[config.mk]
export PLATFORM = sky130hd
export DESIGN_NAME = seg7_io_ctrl
export DESIGN_NICKNAME = d
export VERILOG_FILES = /design/src/rtl/seg7_pkg.sv /design/src/rtl/seg7_hex_decoder.sv /design/src/rtl/seg7_io_ctrl.sv
export SDC_FILE = /design/constraint.sdc
export NUM_CORES = 1
export LEC_CHECK = 0
export ABC_AREA = 1
export CELL_PAD_IN_SITES_DETAIL_PLACEMENT = 0
export CELL_PAD_IN_SITES_GLOBAL_PLACEMENT = 1
export CORE_ASPECT_RATIO = 1.4
export CORE_MARGIN = 3
export CORE_UTILIZATION = 34
export DETAILED_ROUTE_END_ITERATION = 8
export GPL_TIMING_DRIVEN = 0
export PLACE_DENSITY = 0.69
export SLEW_MARGIN = 20
export SYNTH_ARGS = -nofsm -noshare
export SYNTH_HDL_FRONTEND = slang
export SYNTH_SLANG_ARGS = --single-unit
[constraint.sdc]
create_clock -name clock -period 5.2 [get_ports clock]
set_input_delay 0.78 -clock clock [delete_from_list [all_inputs] [get_ports clock]]
set_output_delay 0.78 -clock clock [all_outputs]
set_load 0.1 [all_outputs]
[src/rtl/seg7_pkg.sv]
`default_nettype none
// ============================================================================
//  Module      : seg7_pkg
//  Description : Shared constants for the seven-segment IO display controller:
//                register select codes, reset values and the hex-to-segment
//                lookup table (active-high, bit order {g,f,e,d,c,b,a}).
//  Revision    : 1.0 - initial release
// ============================================================================
package seg7_pkg;

    // Register select codes presented on io_sel
    localparam logic [1:0] SEL_VALUE = 2'd0;
    localparam logic [1:0] SEL_EN    = 2'd1;
    localparam logic [1:0] SEL_DP    = 2'd2;
    localparam logic [1:0] SEL_BLINK = 2'd3;

    // Reset values
    localparam logic [31:0] VALUE_RST = 32'h0000_0000;
    localparam logic [7:0]  EN_RST    = 8'hFF;
    localparam logic [7:0]  DP_RST    = 8'h00;
    localparam logic [7:0]  BLINK_RST = 8'h00;

    // Blanked drive levels (both cathodes and anodes are active-low)
    localparam logic [7:0]  SEG_OFF   = 8'hFF;
    localparam logic [7:0]  AN_OFF    = 8'hFF;

    // Hex digit to active-high segments {g,f,e,d,c,b,a}
    localparam logic [6:0] HEX7_TABLE [16] = '{
        7'h3F, 7'h06, 7'h5B, 7'h4F, 7'h66, 7'h6D, 7'h7D, 7'h07,
        7'h7F, 7'h6F, 7'h77, 7'h7C, 7'h39, 7'h5E, 7'h79, 7'h71
    };

endpackage : seg7_pkg
`default_nettype wire

[src/rtl/seg7_hex_decoder.sv]
`default_nettype none
// ============================================================================
//  Module      : seg7_hex_decoder
//  Description : Combinational 4-bit hex value to 7-segment pattern decoder.
//  Revision    : 1.0 - initial release
//  Ports       : nibble_i [3:0]  hex digit to decode
//                seg_o    [6:0]  active-high segments {g,f,e,d,c,b,a}
// ============================================================================
module seg7_hex_decoder
    import seg7_pkg::*;
(
    input  logic [3:0] nibble_i,
    output logic [6:0] seg_o
);

    assign seg_o = HEX7_TABLE[nibble_i];

endmodule : seg7_hex_decoder
`default_nettype wire

[src/rtl/seg7_io_ctrl.sv]
`default_nettype none
// ============================================================================
//  Module      : seg7_io_ctrl
//  Description : Memory-mapped 8-digit seven-segment display controller.
//                The CPU writes live VALUE / EN / DP (/ BLINK) registers;
//                these are copied to shadow registers when the scan wraps to
//                digit 0 so a frame is never shown half old, half new.
//                One digit is driven every SCAN_DIV clocks.
//  Revision    : 1.0 - initial release
//  Options     : SEG7_BLINK_EN - adds BLINK_MASK register (sel 3) and a
//                64-frame blink phase; when undefined sel 3 reads 0 and
//                writes to it are dropped.
//  Ports       : clock          CPU clock
//                reset          synchronous, active-high
//                io_we          one-clock write strobe
//                io_sel   [1:0] register select (VALUE/EN/DP/BLINK)
//                io_wdata [31:0] write data
//                io_rdata [31:0] combinational readback of live register
//                seg_out  [7:0] active-low cathodes {dp,g,f,e,d,c,b,a}
//                an_out   [7:0] active-low anodes, bit i = digit i
// ============================================================================
module seg7_io_ctrl
    import seg7_pkg::*;
#(
    parameter int SCAN_DIV   = 23000,
    parameter int NUM_DIGITS = 8
) (
    input  logic        clock,
    input  logic        reset,
    input  logic        io_we,
    input  logic [1:0]  io_sel,
    input  logic [31:0] io_wdata,
    output logic [31:0] io_rdata,
    output logic [7:0]  seg_out,
    output logic [7:0]  an_out
);

    localparam int             CNT_W      = $clog2(SCAN_DIV);
    localparam logic [CNT_W-1:0] CNT_LAST = CNT_W'(SCAN_DIV - 1);
    localparam logic [2:0]     DIGIT_LAST = 3'(NUM_DIGITS - 1);

    // Live registers (CPU visible)
    logic [31:0] value_q, value_d;
    logic [7:0]  en_q,    en_d;
    logic [7:0]  dp_q,    dp_d;

    // Shadow registers (what the current frame displays)
    logic [31:0] sh_value_q;
    logic [7:0]  sh_en_q;
    logic [7:0]  sh_dp_q;

    // Scan state
    logic [CNT_W-1:0] div_q, div_d;
    logic [2:0]       digit_q, digit_d;

    // Registered outputs
    logic [7:0] seg_q, seg_d;
    logic [7:0] an_q,  an_d;

    logic       w_tc;
    logic       w_wrap;
    logic [3:0] w_nibble;
    logic [6:0] w_hex;
    logic       w_on;

`ifdef SEG7_BLINK_EN
    logic [7:0] blink_q, blink_d;
    logic [7:0] sh_blink_q;
    logic [5:0] frame_q, frame_d;
    logic       phase_q, phase_d;
`endif

    // ------------------------------------------------------------------
    // Register writes
    // ------------------------------------------------------------------
    always_comb begin
        value_d = value_q;
        en_d    = en_q;
        dp_d    = dp_q;
        if (io_we) begin
            case (io_sel)
                SEL_VALUE: value_d = io_wdata;
                SEL_EN:    en_d    = io_wdata[7:0];
                SEL_DP:    dp_d    = io_wdata[7:0];
                default:   ;
            endcase
        end
    end

`ifdef SEG7_BLINK_EN
    always_comb begin
        blink_d = blink_q;
        if (io_we && (io_sel == SEL_BLINK)) begin
            blink_d = io_wdata[7:0];
        end
    end
`endif

    // ------------------------------------------------------------------
    // Readback (live registers, zero-extended)
    // ------------------------------------------------------------------
    always_comb begin
        io_rdata = 32'd0;
        case (io_sel)
            SEL_VALUE: io_rdata = value_q;
            SEL_EN:    io_rdata = {24'd0, en_q};
            SEL_DP:    io_rdata = {24'd0, dp_q};
`ifdef SEG7_BLINK_EN
            SEL_BLINK: io_rdata = {24'd0, blink_q};
`endif
            default:   io_rdata = 32'd0;
        endcase
    end

    // ------------------------------------------------------------------
    // Scan divider and digit counter
    // ------------------------------------------------------------------
    assign w_tc   = (div_q == CNT_LAST);
    assign w_wrap = w_tc && (digit_q == DIGIT_LAST);

    always_comb begin
        div_d   = w_tc ? '0 : div_q + CNT_W'(1);
        digit_d = digit_q;
        if (w_wrap) begin
            digit_d = 3'd0;
        end else if (w_tc) begin
            digit_d = digit_q + 3'd1;
        end
    end

`ifdef SEG7_BLINK_EN
    // Phase flips on the wrap that ends every 64th frame
    always_comb begin
        frame_d = frame_q;
        phase_d = phase_q;
        if (w_wrap) begin
            frame_d = frame_q + 6'd1;
            if (frame_q == 6'd63) begin
                phase_d = ~phase_q;
            end
        end
    end
`endif

    // ------------------------------------------------------------------
    // Output pattern for the digit currently selected
    // ------------------------------------------------------------------
    assign w_nibble = sh_value_q[{digit_q, 2'b00} +: 4];

    seg7_hex_decoder u_hex_decoder (
        .nibble_i (w_nibble),
        .seg_o    (w_hex)
    );

    always_comb begin
        w_on = sh_en_q[digit_q];
`ifdef SEG7_BLINK_EN
        if (phase_q && sh_blink_q[digit_q]) begin
            w_on = 1'b0;
        end
`endif
    end

    always_comb begin
        seg_d = SEG_OFF;
        an_d  = AN_OFF;
        if (w_on) begin
            seg_d = {~sh_dp_q[digit_q], ~w_hex};
            an_d  = ~(8'h01 << digit_q);
        end
    end

    // ------------------------------------------------------------------
    // State registers
    // ------------------------------------------------------------------
    always_ff @(posedge clock) begin
        if (reset) begin
            value_q    <= VALUE_RST;
            en_q       <= EN_RST;
            dp_q       <= DP_RST;
            sh_value_q <= VALUE_RST;
            sh_en_q    <= EN_RST;
            sh_dp_q    <= DP_RST;
            div_q      <= '0;
            digit_q    <= 3'd0;
            seg_q      <= SEG_OFF;
            an_q       <= AN_OFF;
        end else begin
            value_q <= value_d;
            en_q    <= en_d;
            dp_q    <= dp_d;
            // Latch the pre-write live values: a write on the wrap cycle
            // belongs to the following frame.
            if (w_wrap) begin
                sh_value_q <= value_q;
                sh_en_q    <= en_q;
                sh_dp_q    <= dp_q;
            end
            div_q   <= div_d;
            digit_q <= digit_d;
            seg_q   <= seg_d;
            an_q    <= an_d;
        end
    end

`ifdef SEG7_BLINK_EN
    always_ff @(posedge clock) begin
        if (reset) begin
            blink_q    <= BLINK_RST;
            sh_blink_q <= BLINK_RST;
            frame_q    <= 6'd0;
            phase_q    <= 1'b0;
        end else begin
            blink_q <= blink_d;
            if (w_wrap) begin
                sh_blink_q <= blink_q;
            end
            frame_q <= frame_d;
            phase_q <= phase_d;
        end
    end
`endif

    assign seg_out = seg_q;
    assign an_out  = an_q;

endmodule : seg7_io_ctrl
`default_nettype wire
---- After elaboration in Yosys (flattened, before gate mapping) ----
Memories as Yosys holds them, arrays and structs flattened.
Cells that the tools add are included.
word-level totals
  memories kept ........................... 1
  bits in read-only memories .............. 112
  register bits after elaboration ......... 130
  input port bits ......................... 37
  word-level logic and storage cells ...... 41
  output and inout port bits .............. 48
cells by class
  shifts and indexed selects .............. 2
  order comparisons ....................... 2
  equality and inequality tests ........... 4
  mux-type cells .......................... 7
  reduce and logical (&&, ||, !) cells .... 8
  add/sub/neg operators ................... 2
  bitwise operators ....................... 5
memories
  memory            words  width  read ports  clocked after memory_dff  wr ports  RTL line                source
  (name not given)  16     7      1           0                         0         seg7_hex_decoder.sv:16  assign seg_o = HEX7_TABLE[nibble_i];
operators with widths
  kind                                                                   count
  32-bit one-hot mux with 3 select lines                                 1
  32-bit by 6-bit variable part select with 4-bit output                 1
  15-bit by 1-bit adder with 15-bit output (second input constant)       1
  15-bit == test (second input constant)                                 1
  7-bit 2-to-1 mux                                                       2
  8-bit inverter                                                         1
  1-bit by 3-bit left shift with 8-bit output (first input constant)     1
  7-bit inverter                                                         1
  1-bit binary-select mux with 3-bit select                              2
  2-bit AND reduction                                                    3
  2-bit OR reduction                                                     3
  5-bit greater-or-equal comparator (second input constant)              1
  4-bit inverter with 5-bit output                                       1
  3-bit by 4-bit < comparator with 1-bit output (second input constant)  1
  3-bit by 1-bit adder with 3-bit output (second input constant)         1
  3-bit == test (second input constant)                                  1
  2-bit by 1-bit == test with 1-bit output (second input constant)       1
  2-bit == test (second input constant)                                  1
  2-bit logical NOT                                                      1
  1-bit 2-to-1 mux                                                       2
  1-bit inverter                                                         2
  1-bit logical AND                                                      1

---- Longest topological paths before layout ----
  word-level depth ........................ 6
  mapped depth ............................ 12

---- By module ----
A second synthesis with hierarchy kept.
unflattened totals
  cell total of the unflattened synthesis .. 909
  area total of the unflattened synthesis .. 6140.9 um^2
by module, submodules not included
  module            times used  sequential area each (um^2)  cells each  area an instance (um^2)
  seg7_io_ctrl      1           2602.5                       857         5870.6
  seg7_hex_decoder  1           0.0                          52          270.3

---- Least setup slack after synthesis ----
OpenSTA, ideal clock, no wires.
  kind .................................... input-to-output
  from .................................... input io_sel[1]
  to ...................................... output io_rdata[14]
  path buffers ............................ 1
  setup slack ............................. 1.908 ns
  arrival ................................. 2.512 ns
  stages .................................. 4
  cells stage by stage .................... nor2_4 > inv_2 > buf_1 > nor2_1
on the way
  word-level cells in the longest chain between the ends .. 2
RTL lines
  item                                         RTL line             source
  start, declared                              seg7_io_ctrl.sv:31   input logic [1:0] io_sel,
  2-bit == test, or another cell as far along  seg7_io_ctrl.sv:104  case (io_sel)
  32-bit one-hot mux with 3 select lines *     seg7_io_ctrl.sv:104
  end, declared                                seg7_io_ctrl.sv:33   output logic [31:0] io_rdata,
Every way passes the cells marked *; elsewhere a longest branch is shown, timed or not.

---- Worst setup path in the final report ----
  from .................................... input io_sel[0]
  to ...................................... output io_rdata[28]
Same word-level chain as after synthesis.

==> metrics.cfg <==
[run_status]
outcome=complete, no violations

[critical_path]
required_ps=4420
rr_worst_depth=11
r2r_slack_ps=2780
cp_max_fo=10
r2r_end=seg_out[1]$_SDFF_PP1_
crit_arrival_ps=3290
path_class=in2out
startpoint_type=input port
r2r_start=digit_q[1]$_SDFFE_PP0P_
critPathCaptureType=primary output

[job]
drv_cap=0

[yosys]
synth_area_per_cell_sq_um=7.12
synth_nets=855
synth_ff_type=dfxtp_1
synthAdderAreaFrac=0.0284
ys_seq_area_frac=0.454
synth_simple_gate_area_frac=0.273
synth_top_family_by_area=simple AND/OR/NAND/NOR gates
synthCells=805
synth_area_sq_um=5730
ys_warn_count=0
synth-async-reset-ratio=0
muxShareOfSynthArea=0
yosys.cell_types.count=29
synth-compound-area-share=0.136
ys_ff_latch=130
synth_xor_area_frac=0.00917
synth_edf_count=0

[grt]
grtUsageMet2=0.324
overflow=0
met1_usage=0.227
grt_max_degree=17
grt_pass1_vias=5508
grt_pass1_wl_mm=27.4
grtUsageTotal=0.187
busiest_layer=met2
use_met3=0.0417
antenna_found_initial=0

[pwr]
swShare=0.236
combPwrFrac=0.084
power_density_nw_per_um2=351
power.total_mw=2.63
peakVddDrop_mv=0.218
p_leak_nw=3.22
p_seq_frac=0.394
pwr-share-clk=0.523
intPower_mw=2.01
p_sw_mw=0.621

[timing]
fin_crit_sh=0.783
timing.fmax_mhz=246
setup_tns_ps=0
rsz0062_at_grt=false
finalHoldViolCount=0
maxSlewViolCount=0
layout_min_cycle_time_ps=4070
finalSetupViolations=0
fin_skew_ps=9.30
worst_pin_slew_ps=984
hold_slack_ps=451
relSlewSlack=0.342

[finish]
layout_common_cells=nor2_1 (148), nand2_1 (140), dfxtp_1 (130), inv_1 (91), o21ai_0 (86)
area_delta_synth_final_pct=31.0
drive_above_1_share=0.0771
antenna_cells=0
mostFrequentLayoutCell=nor2_1
nets=958

[route]
wl_per_cell_um=14.6
vias=5344
remaining_drc_errors=0
ant_nets=0
finalWirelength_mm=16.3
first_pass_iters=5
drtIter0Drc=227
vias_per_cell=4.77

[cts]
cts_resized=0
cts_made_buffers=17
clk_pin_slew_worst_paths_ps=60
cts-root-buf=clkbuf_16
cts_max_level=4
cts_tree=yes
hold_buffers=0
cts_sinks=130
clockBufferDepth=2
cts_setup_buffers=0
clk_latency_ps=420

[place]
port_buffers=84
gp_congestion=0.811
hpwl_mm=12.3

[worst_hold_path]
hold_depth=1
hp-class=reg2reg
min_from=div_q[0]$_SDFF_PP0_
hold_end=div_q[0]$_SDFF_PP0_

[die]
die_y_um=160
die-area_sq_um=18500
num_rows=55
coreArea_sq_um=16400
dieWidth_um=116
ioPinCount=85
initial_core_util=0.350

-- worst max-delay path, stage by stage --
cell	delay, ps
clkdlybuf4s50_1	480
nor2_4	250
inv_2	160
clkbuf_1	290
nor2_1	160
clkdlybuf4s50_1	1160
-- cells by family after synthesis --
| group | Yosys count |
|---|---|
| simple gates | 374 |
| compound gates | 146 |
| buf+inv | 136 |
| flops | 130 |
| fa+ha+maj | 13 |
| xor+xnor | 6 |
-- registers in the layout (all words and copies together) (netlist names) --
register,cells
sh_value_q,32
value_q,32
div_q,15
an_out,8
dp_q,8
en_q,8
seg_out,8
sh_dp_q,8
sh_en_q,8
digit_q,3
-- how the worst max path moves through the flow --
stage	startpoint	endpoint	slack, ps	cells past startpoint
floorplan	io_sel[1]	io_rdata[14]	1910	4
global placement	io_sel[1]	io_rdata[10]	1160	6
detailed placement	io_sel[0]	io_rdata[28]	1120	6
CTS	io_sel[0]	io_rdata[17]	1120	6
global route	io_sel[0]	io_rdata[28]	970	6
finish	io_sel[0]	io_rdata[28]	1130	6
-- synthesized netlist by cell type (2+ instances only) --
library cell,number,area [sq um]
nand2_1,140,526
buf_6,4,45.0
inv_2,5,18.8
nand2_2,3,18.8
nand4_1,4,25.0
xor2_1,6,52.6
nor3_1,5,25.0
dfxtp_1,130,2600
clkinv_1,2,7.51
nand3_2,2,20.0
nand3_1,65,325
a21oi_1,42,210
o21ai_0,86,430
a32o_1,2,20.0
buf_2,14,70.1
clkbuf_2,2,10.0
nor2_4,4,45.0
ha_1,13,163
buf_4,3,22.5
o211ai_1,14,105
clkbuf_1,14,52.6
inv_1,91,342
nor2_1,148,556
-- through the flow --
stage	utilization	worst slack (ps)	area [sq um]	instances
6_report	0.458	1130	7500	1120
5_1_grt	0.458	973	7500	1120
4_1_cts	0.458	1120	7500	1120
3_5_place_dp	0.416	1120	6820	1088
3_3_place_gp	0.416	1160	6820	1088
2_1_floorplan	-	1910	5730	805
-- final cells by class --
cell class,instances,area [sq um]
Buffer,38,204
Clock buffer,19,453
Clock inverter,13,231
Fill cell,1726,8870
Inverter,98,368
Multi-Input combinational cell,539,2560
Sequential cell,130,2600
Tap cell,199,249
Timing Repair Buffer,84,841
-- power by group through the flow --
stage	sequential (mW)	combinational (mW)	clock, mW
after floorplan	1.07	0.126	0
after global placement	1.06	0.219	0
after detailed placement	1.06	0.221	0
after CTS	1.04	0.222	1.40
after global routing	1.04	0.238	1.45
final	1.04	0.220	1.38
-- per-layer routing --
| metal | vias up | share of wire |
|---|---|---|
| met3 | 17 | 0.040 |
| li1 | 2772 | - |
| met2 | 120 | 0.50 |
| met5 | - | 0 |
| met4 | 0 | 0.015 |
| met1 | 2435 | 0.44 |
(Power assumes the default switching activity.)
